$ cat config.mk
export PLATFORM = sky130hd
export DESIGN_NAME = sync_line_sequencer
export DESIGN_NICKNAME = d
export VERILOG_FILES = /design/src/rtl/sync_timing_pkg.sv /design/src/rtl/sync_line_sequencer_broad_pulse_detector.sv /design/src/rtl/sync_line_sequencer.sv
export SDC_FILE = /design/constraint.sdc
export NUM_CORES = 1
export LEC_CHECK = 0
export CAP_MARGIN = 20
export CORE_ASPECT_RATIO = 0.75
export CORE_MARGIN = 3
export CORE_UTILIZATION = 30
export CTS_BUF_LIST = sky130_fd_sc_hd__clkbuf_16
export DETAILED_ROUTE_END_ITERATION = 10
export GPL_TIMING_DRIVEN = 0
export HOLD_SLACK_MARGIN = 0.03
export MAX_ROUTING_LAYER = met4
export PLACE_DENSITY = 0.51
export SLEW_MARGIN = 0
export SYNTH_ARGS = -nofsm -noshare
export SYNTH_HDL_FRONTEND = slang
export SYNTH_SLANG_ARGS = --single-unit
$ cat constraint.sdc
create_clock -name clk -period 2.42 [get_ports clk]
set_clock_uncertainty 0.15 [all_clocks]
set_input_delay 0.605 -clock clk [delete_from_list [all_inputs] [get_ports clk]]
set_output_delay 0.605 -clock clk [all_outputs]
set_load 0.01 [all_outputs]
$ cat src/rtl/sync_timing_pkg.sv
// Shared timing constants and enumerations for the PAL 576i sync regenerator.
// Defaults describe an 81 MHz pixel clock; instances may override them.
package sync_timing_pkg;

  typedef enum logic [1:0] {
    SEARCH,
    ACQUIRE,
    LOCKED
  } seqState_e;

  typedef enum logic [1:0] {
    PAR_NONE,
    PAR_ODD,
    PAR_EVEN
  } parity_e;

  localparam int LINE_PERIOD_DEF   = 5184;
  localparam int HALF_LINE_DEF     = 2592;
  localparam int HWIN_DEF          = 40;
  localparam int ACQUIRE_LINES_DEF = 8;
  localparam int MISS_MAX_DEF      = 16;
  localparam int BROAD_MIN_DEF     = 2000;
  localparam int PARITY_TOL_DEF    = 400;

  localparam logic [9:0] FRAME_LINES        = 10'd625;
  localparam logic [9:0] FIELD2_FIRST_LINE  = 10'd313;
  localparam logic [2:0] FIELD_MIN_LINES    = 3'd4;

endpackage

$ cat src/rtl/sync_line_sequencer_broad_pulse_detector.sv
// Measures csync low time, latches the flywheel phase at each falling edge and
// classifies long (broad) pulses by the phase at which they began.
module broad_pulse_detector
  import sync_timing_pkg::*;
#(
  parameter int LINE_PERIOD = LINE_PERIOD_DEF,
  parameter int HALF_LINE   = HALF_LINE_DEF,
  parameter int BROAD_MIN   = BROAD_MIN_DEF,
  parameter int PARITY_TOL  = PARITY_TOL_DEF
) (
  input  logic        clk,
  input  logic        rst_n,
  input  logic        csync_i,
  input  logic [12:0] hPhase_i,
  output logic        broadValid_o,
  output parity_e     parity_o
);

  localparam logic [12:0] LP   = 13'(LINE_PERIOD);
  localparam logic [12:0] HL   = 13'(HALF_LINE);
  localparam logic [12:0] TOL  = 13'(PARITY_TOL);
  localparam logic [11:0] BMIN = 12'(BROAD_MIN);

  logic        csyncPrev_q;
  logic [11:0] lowCnt_q, lowCnt_d;
  logic [12:0] fallPhase_q, fallPhase_d;

  always_comb begin
    lowCnt_d    = lowCnt_q;
    fallPhase_d = fallPhase_q;
    if (csync_i) begin
      lowCnt_d = '0;
    end else if (lowCnt_q != 12'hFFF) begin
      lowCnt_d = lowCnt_q + 12'd1;
    end
    if (csyncPrev_q && !csync_i) begin
      fallPhase_d = hPhase_i;
    end
  end

  always_ff @(posedge clk or negedge rst_n) begin
    if (!rst_n) begin
      csyncPrev_q <= 1'b1;
      lowCnt_q    <= '0;
      fallPhase_q <= '0;
    end else begin
      csyncPrev_q <= csync_i;
      lowCnt_q    <= lowCnt_d;
      fallPhase_q <= fallPhase_d;
    end
  end

  // Strobe on the first high sample; the top registers it, giving one cycle latency.
  assign broadValid_o = !csyncPrev_q && csync_i && (lowCnt_q >= BMIN);

  always_comb begin
    parity_o = PAR_NONE;
    if ((fallPhase_q <= TOL) || (fallPhase_q >= LP - TOL)) begin
      parity_o = PAR_ODD;
    end else if ((fallPhase_q >= HL - TOL) && (fallPhase_q <= HL + TOL)) begin
      parity_o = PAR_EVEN;
    end
  end

endmodule

$ cat src/rtl/sync_line_sequencer.sv
// Lock FSM with a flywheel line counter that coasts through missing hsyncs,
// plus field identification from broad pulses and frame line numbering.
module sync_line_sequencer
  import sync_timing_pkg::*;
#(
  parameter int LINE_PERIOD   = LINE_PERIOD_DEF,
  parameter int HALF_LINE     = HALF_LINE_DEF,
  parameter int HWIN          = HWIN_DEF,
  parameter int ACQUIRE_LINES = ACQUIRE_LINES_DEF,
  parameter int MISS_MAX      = MISS_MAX_DEF,
  parameter int BROAD_MIN     = BROAD_MIN_DEF,
  parameter int PARITY_TOL    = PARITY_TOL_DEF
) (
  input  logic        clk,
  input  logic        rst_n,
  input  logic        csync,
  input  logic        hsync_in,
  output logic        line_start,
  output logic        field_start,
  output logic        field_odd,
  output logic [9:0]  line_num,
  output logic [12:0] h_phase,
  output logic        h_locked,
  output logic        v_locked
);

  localparam logic [12:0] LP        = 13'(LINE_PERIOD);
  localparam logic [12:0] HW        = 13'(HWIN);
  localparam logic [7:0]  AL        = 8'(ACQUIRE_LINES);
  localparam logic [7:0]  MM        = 8'(MISS_MAX);
  localparam logic [12:0] PHASE_MAX = 13'h1FFF;

  seqState_e   state_q, state_d;
  logic [12:0] hPhase_q, hPhase_d;
  logic [7:0]  good_q, good_d;
  logic [7:0]  miss_q, miss_d;
  logic        seen_q, seen_d;
  logic        lineStart_q, lineStart_d;
  logic        fieldStart_q, fieldStart_d;
  logic        fieldOdd_q, fieldOdd_d;
  logic        vLocked_q, vLocked_d;
  logic [9:0]  lineNum_q, lineNum_d;
  logic [2:0]  sinceBroad_q, sinceBroad_d;

  logic        broadValid;
  parity_e     parity;
  logic        accept;
  logic        lockLost;
  logic        inWindow;
  logic [12:0] phaseSat;

  broad_pulse_detector #(
    .LINE_PERIOD (LINE_PERIOD),
    .HALF_LINE   (HALF_LINE),
    .BROAD_MIN   (BROAD_MIN),
    .PARITY_TOL  (PARITY_TOL)
  ) uBroad (
    .clk          (clk),
    .rst_n        (rst_n),
    .csync_i      (csync),
    .hPhase_i     (hPhase_q),
    .broadValid_o (broadValid),
    .parity_o     (parity)
  );

  assign phaseSat = (hPhase_q == PHASE_MAX) ? hPhase_q : hPhase_q + 13'd1;
  assign inWindow = (hPhase_q >= LP - HW) && (hPhase_q <= LP + HW);

  always_comb begin
    state_d      = state_q;
    hPhase_d     = hPhase_q;
    good_d       = good_q;
    miss_d       = miss_q;
    seen_d       = seen_q;
    lineStart_d  = 1'b0;
    fieldStart_d = 1'b0;
    fieldOdd_d   = fieldOdd_q;
    vLocked_d    = vLocked_q;
    lineNum_d    = lineNum_q;
    sinceBroad_d = sinceBroad_q;
    accept       = 1'b0;
    lockLost     = 1'b0;

    case (state_q)
      SEARCH: begin
        hPhase_d = phaseSat;
        if (hsync_in) begin
          hPhase_d = '0;
          good_d   = 8'd1;
          state_d  = ACQUIRE;
        end
      end
      ACQUIRE: begin
        hPhase_d = phaseSat;
        if (hsync_in) begin
          hPhase_d = '0;
          if (inWindow) begin
            good_d = good_q + 8'd1;
            if (good_d == AL) begin
              state_d     = LOCKED;
              lineStart_d = 1'b1;
              seen_d      = 1'b1;
              miss_d      = '0;
            end
          end else begin
            good_d = 8'd1;
          end
        end else if (hPhase_q > LP + HW) begin
          state_d = SEARCH;
        end
      end
      LOCKED: begin
        hPhase_d    = (hPhase_q == LP - 13'd1) ? '0 : hPhase_q + 13'd1;
        lineStart_d = (hPhase_q == LP - 13'd1);
        // An early hsync absorbs the wrap; a late one follows a strobe already sent.
        if (hsync_in && (hPhase_q >= LP - HW)) begin
          accept      = 1'b1;
          lineStart_d = 1'b1;
        end else if (hsync_in && (hPhase_q <= HW)) begin
          accept = 1'b1;
        end
        if (accept) begin
          hPhase_d = '0;
          seen_d   = 1'b1;
          miss_d   = '0;
        end else if (hPhase_q == HW + 13'd1) begin
          seen_d = 1'b0;
          if (!seen_q) begin
            miss_d = miss_q + 8'd1;
          end
        end
        if (miss_d == MM) begin
          lockLost = 1'b1;
          state_d  = SEARCH;
        end
      end
      default: state_d = SEARCH;
    endcase

    if (lineStart_d) begin
      lineNum_d = (lineNum_q == FRAME_LINES) ? 10'd1 : lineNum_q + 10'd1;
      if (sinceBroad_q != FIELD_MIN_LINES) begin
        sinceBroad_d = sinceBroad_q + 3'd1;
      end
    end

    // Only the first broad pulse of a vertical interval may set field parity.
    if (broadValid) begin
      sinceBroad_d = '0;
      if ((state_q == LOCKED) && (sinceBroad_q == FIELD_MIN_LINES) && (parity != PAR_NONE)) begin
        fieldStart_d = 1'b1;
        vLocked_d    = 1'b1;
        fieldOdd_d   = (parity == PAR_ODD);
        lineNum_d    = (parity == PAR_ODD) ? 10'd1 : FIELD2_FIRST_LINE;
      end
    end

    if (lockLost) begin
      vLocked_d = 1'b0;
    end
  end

  always_ff @(posedge clk or negedge rst_n) begin
    if (!rst_n) begin
      state_q      <= SEARCH;
      hPhase_q     <= '0;
      good_q       <= '0;
      miss_q       <= '0;
      seen_q       <= 1'b0;
      lineStart_q  <= 1'b0;
      fieldStart_q <= 1'b0;
      fieldOdd_q   <= 1'b0;
      vLocked_q    <= 1'b0;
      lineNum_q    <= 10'd1;
      sinceBroad_q <= '0;
    end else begin
      state_q      <= state_d;
      hPhase_q     <= hPhase_d;
      good_q       <= good_d;
      miss_q       <= miss_d;
      seen_q       <= seen_d;
      lineStart_q  <= lineStart_d;
      fieldStart_q <= fieldStart_d;
      fieldOdd_q   <= fieldOdd_d;
      vLocked_q    <= vLocked_d;
      lineNum_q    <= lineNum_d;
      sinceBroad_q <= sinceBroad_d;
    end
  end

  assign line_start  = lineStart_q;
  assign field_start = fieldStart_q;
  assign field_odd   = fieldOdd_q;
  assign line_num    = lineNum_q;
  assign h_phase     = hPhase_q;
  assign h_locked    = (state_q == LOCKED);
  assign v_locked    = vLocked_q;

endmodule

==> flow_summary.yaml <==
outcome:
  outcome: "complete, but fails checks"
  violations: "negative setup slack"
clock_tree:
  path_clk_slew_ns: 0.06
  cts_tree: "yes"
  clock_latency_ns: 0.34
  cts_sinks: 75
  h-tree-depth: 3
  cts_made_buffers: 9
  cts_hold_buf: 0
  clockBufferDepth: 2
  cts_root_buf: "clkbuf_16"
synth:
  synth_top_family_by_area: "simple AND/OR/NAND/NOR gates"
  synthArstFlopShare: 1.00
  synth_cell_types: 77
  synthXorXnorAreaFrac: 0.0245
  ys_warn_count: 0
  synth.net_count: 533
  synth-edff-count: 0
  synth-simple-area-share: 0.244
  synth_mux_area_frac: 0.0282
  syn_area_per_cell_um2: 9.06
  ys.flop_type: "dfrtp_1"
  syn_inst: 514
  seq_area_frac_synth: 0.404
  synth_compound_area_frac: 0.217
  synth-seq-cells: 75
  syn-cell-area_um2: 4650
  yosys.area_share.adder: 0.0403
placement:
  gp_routability_congestion: 0.864
  hpwlAfterDp_um: 8730
  io_buffers: 30
setup_path:
  path_common_cell: "a21boi_4"
  path_max_fanout: 8
  crit_slowest_cell: "or4_1"
  path_cells: "buf_6, or3b_4, a211oi_2, a21boi_4, a21boi_4, or4_1, a31oi_1"
  worstRegToRegCells: 7
  criticalPathCategory: "reg2reg"
  end_kind: "flop"
  cp.required_ns: 2.53
  cpPeakStageDelay_ns: 0.47
  critPathArrivalTime_ns: 2.56
  cp-start-kind: "flop"
global_route:
  antenna_found_initial: 0
  grt_util_all_layers: 0.159
  overflow: 0
  grt_max_degree: 50
  grt_pass1_wl_um: 21400
  grt_pass1_vias: 4077
timing:
  setup_viol: 4
  rsz0062_at_grt: "true"
  finalHoldViolations: 0
  setup_ws_ns: -0.0319
  fin_crit_sh: 1.01
  finalSetupTns_ns: -0.0623
  slew_violations: 0
  max_freq_ghz: 0.408
  max_slew_margin: 0.578
  worst-slew-pin-transition_ns: 0.632
  fin_crit_ns: 2.45
route:
  ant_nets: 0
  drt_iter0_markers: 337
  vias: 4316
  routed_wl_um: 13100
  drc: 0
  detail_route.wl_per_cell_um: 16.6
  via_per_inst: 5.44
  drt_pass1_iterations: 5
finish:
  layout_commonest_cell: "dfrtp_1"
  nNetsFinal: 608
  final_cell_mix: "66 x dfrtp_1, 48 x nand2_1, 41 x nor2_1, 32 x buf_4, 30 x o21ai_0"
  diodes: 0
  utilization: 0.424
  drive_above_1_share: 0.264
  areaGrowthSynthToFinish_pct: 35.1
floorplanning:
  start_util: 0.314
  die_y_um: 114
  design.core.area_um2: 14800
  ioPinCount: 32
  dieArea_um2: 17100
  die_w_um: 150
  num_rows: 38
power:
  power_density_nw_per_um2: 480
  p_leak_nw: 2.55
  ir_drop_uv: 328
  power.total_mw: 3.02
worst_hold_path:
  hp-class: "in2async"
run:
  max-cap-violations: 0
==> critical path: cells and delay by family, from the launching register on <==
family | cells | cell delay, ns
buf+inv | 1 | 0.15
compound gates | 4 | 0.80
flops | 1 | 0.39
simple gates | 2 | 0.87
==> stage by stage <==
step                instances  setup slack (ns)  hold slack (ns)  area (µm²)
finish                    794           -0.0319           0.0335        6290
detailed placement        745            -0.532            0.340        5250
global route              794            -0.121           0.0610        6290
global placement          744             -2.26            0.347        5220
CTS                       784           -0.0307           0.0506        5960
floorplan                 514          0.000386            0.159        4670
==> repair_timing <==
item                                    4_1_cts  5_1_grt
hold endpoints to repair                      0        0
buffers inserted                             23       11
pin swaps                                    23       20
endpoints found under the setup margin       36       38
gates cloned                                  1        2
gates resized for setup                      51       62
==> kinds of logic (layout without fill, tap and decap cells) <==
group | after synthesis | in the layout
adder cells (fa/ha/maj) | 15 | 15
XOR/XNOR | 13 | 13
AND/OR/NAND/NOR | 215 | 215
buffers and inverters | 46 | 125
multiplexers | 12 | 12
AO/OA/AOI/OAI | 138 | 139
flip-flops | 75 | 75
==> final cells by class <==
class                   count  area [µm²]
fillers                  1454        8550
multi-input cells         394        2940
flip-flops and latches     75        1890
repair buffers             67         647
well taps                 200         250
clock buffers               9         225
plain buffers              21         161
clock inverters             7        92.6
inverters                  21        78.8
==> flip-flops by register name, summed over array words and instances (netlist names) <==
| signal | count |
|---|---|
| uBroad.lowCnt_q | 12 |
| field_odd | 1 |
| seen_q | 1 |
| state_q | 2 |
| h_phase | 13 |
| v_locked | 1 |
| line_start | 1 |
| line_num | 10 |
| uBroad.csyncPrev_q | 1 |
| field_start | 1 |
| uBroad.fallPhase_q | 13 |
| miss_q | 8 |
| sinceBroad_q | 3 |
| good_q | 8 |
==> final timing paths <==
check	start	to	slack (ns)
max	h_phase[9]	line_num[3]	-0.03
min	rst_n	h_phase[5]	0.03
max reg2reg	h_phase[9]	line_num[3]	-0.03
min reg2reg	field_odd	field_odd	0.36
max in group asynchronous	rst_n	line_num[0]	1.44
min in group clk	field_odd	field_odd	0.36
==> cells in the mapped netlist (all sizes together) (6+ instances only) <==
cell,count,area share
a22o,8,0.015
nor4,13,0.021
a21oi,22,0.024
a211oi,8,0.014
dfrtp,73,0.39
buf,8,0.010
xnor2,8,0.015
nand4,10,0.015
or4,8,0.013
nand2b,9,0.012
and2,6,0.0081
mux2,9,0.022
o21ai,33,0.036
inv,20,0.016
o31ai,15,0.025
ha,15,0.040
nand3,24,0.026
nor3,14,0.017
nor2,45,0.036
clkbuf,17,0.014
nand2,49,0.040
and3,13,0.017
==> where the power goes <==
| part | internal, mW | leakage, nW | total, mW | switching (mW) |
|---|---|---|---|---|
| sequential | 1.29 | 1.00 | 1.34 | 0.0444 |
| clock | 0.899 | 0.147 | 1.46 | 0.557 |
| combinational | 0.0972 | 1.40 | 0.222 | 0.125 |
==> routing by layer <==
| metal | vias up | routed length, µm | GRT usage |
|---|---|---|---|
| met5 | - | 0 | - |
| li1 | 2057 | - | - |
| met2 | 102 | 5580 | 0.216 |
| met4 | 0 | 104 | 0.0366 |
| met3 | 9 | 533 | 0.0310 |
| met1 | 2148 | 6930 | 0.243 |
Note: power is estimated with default switching activity, not from simulation.
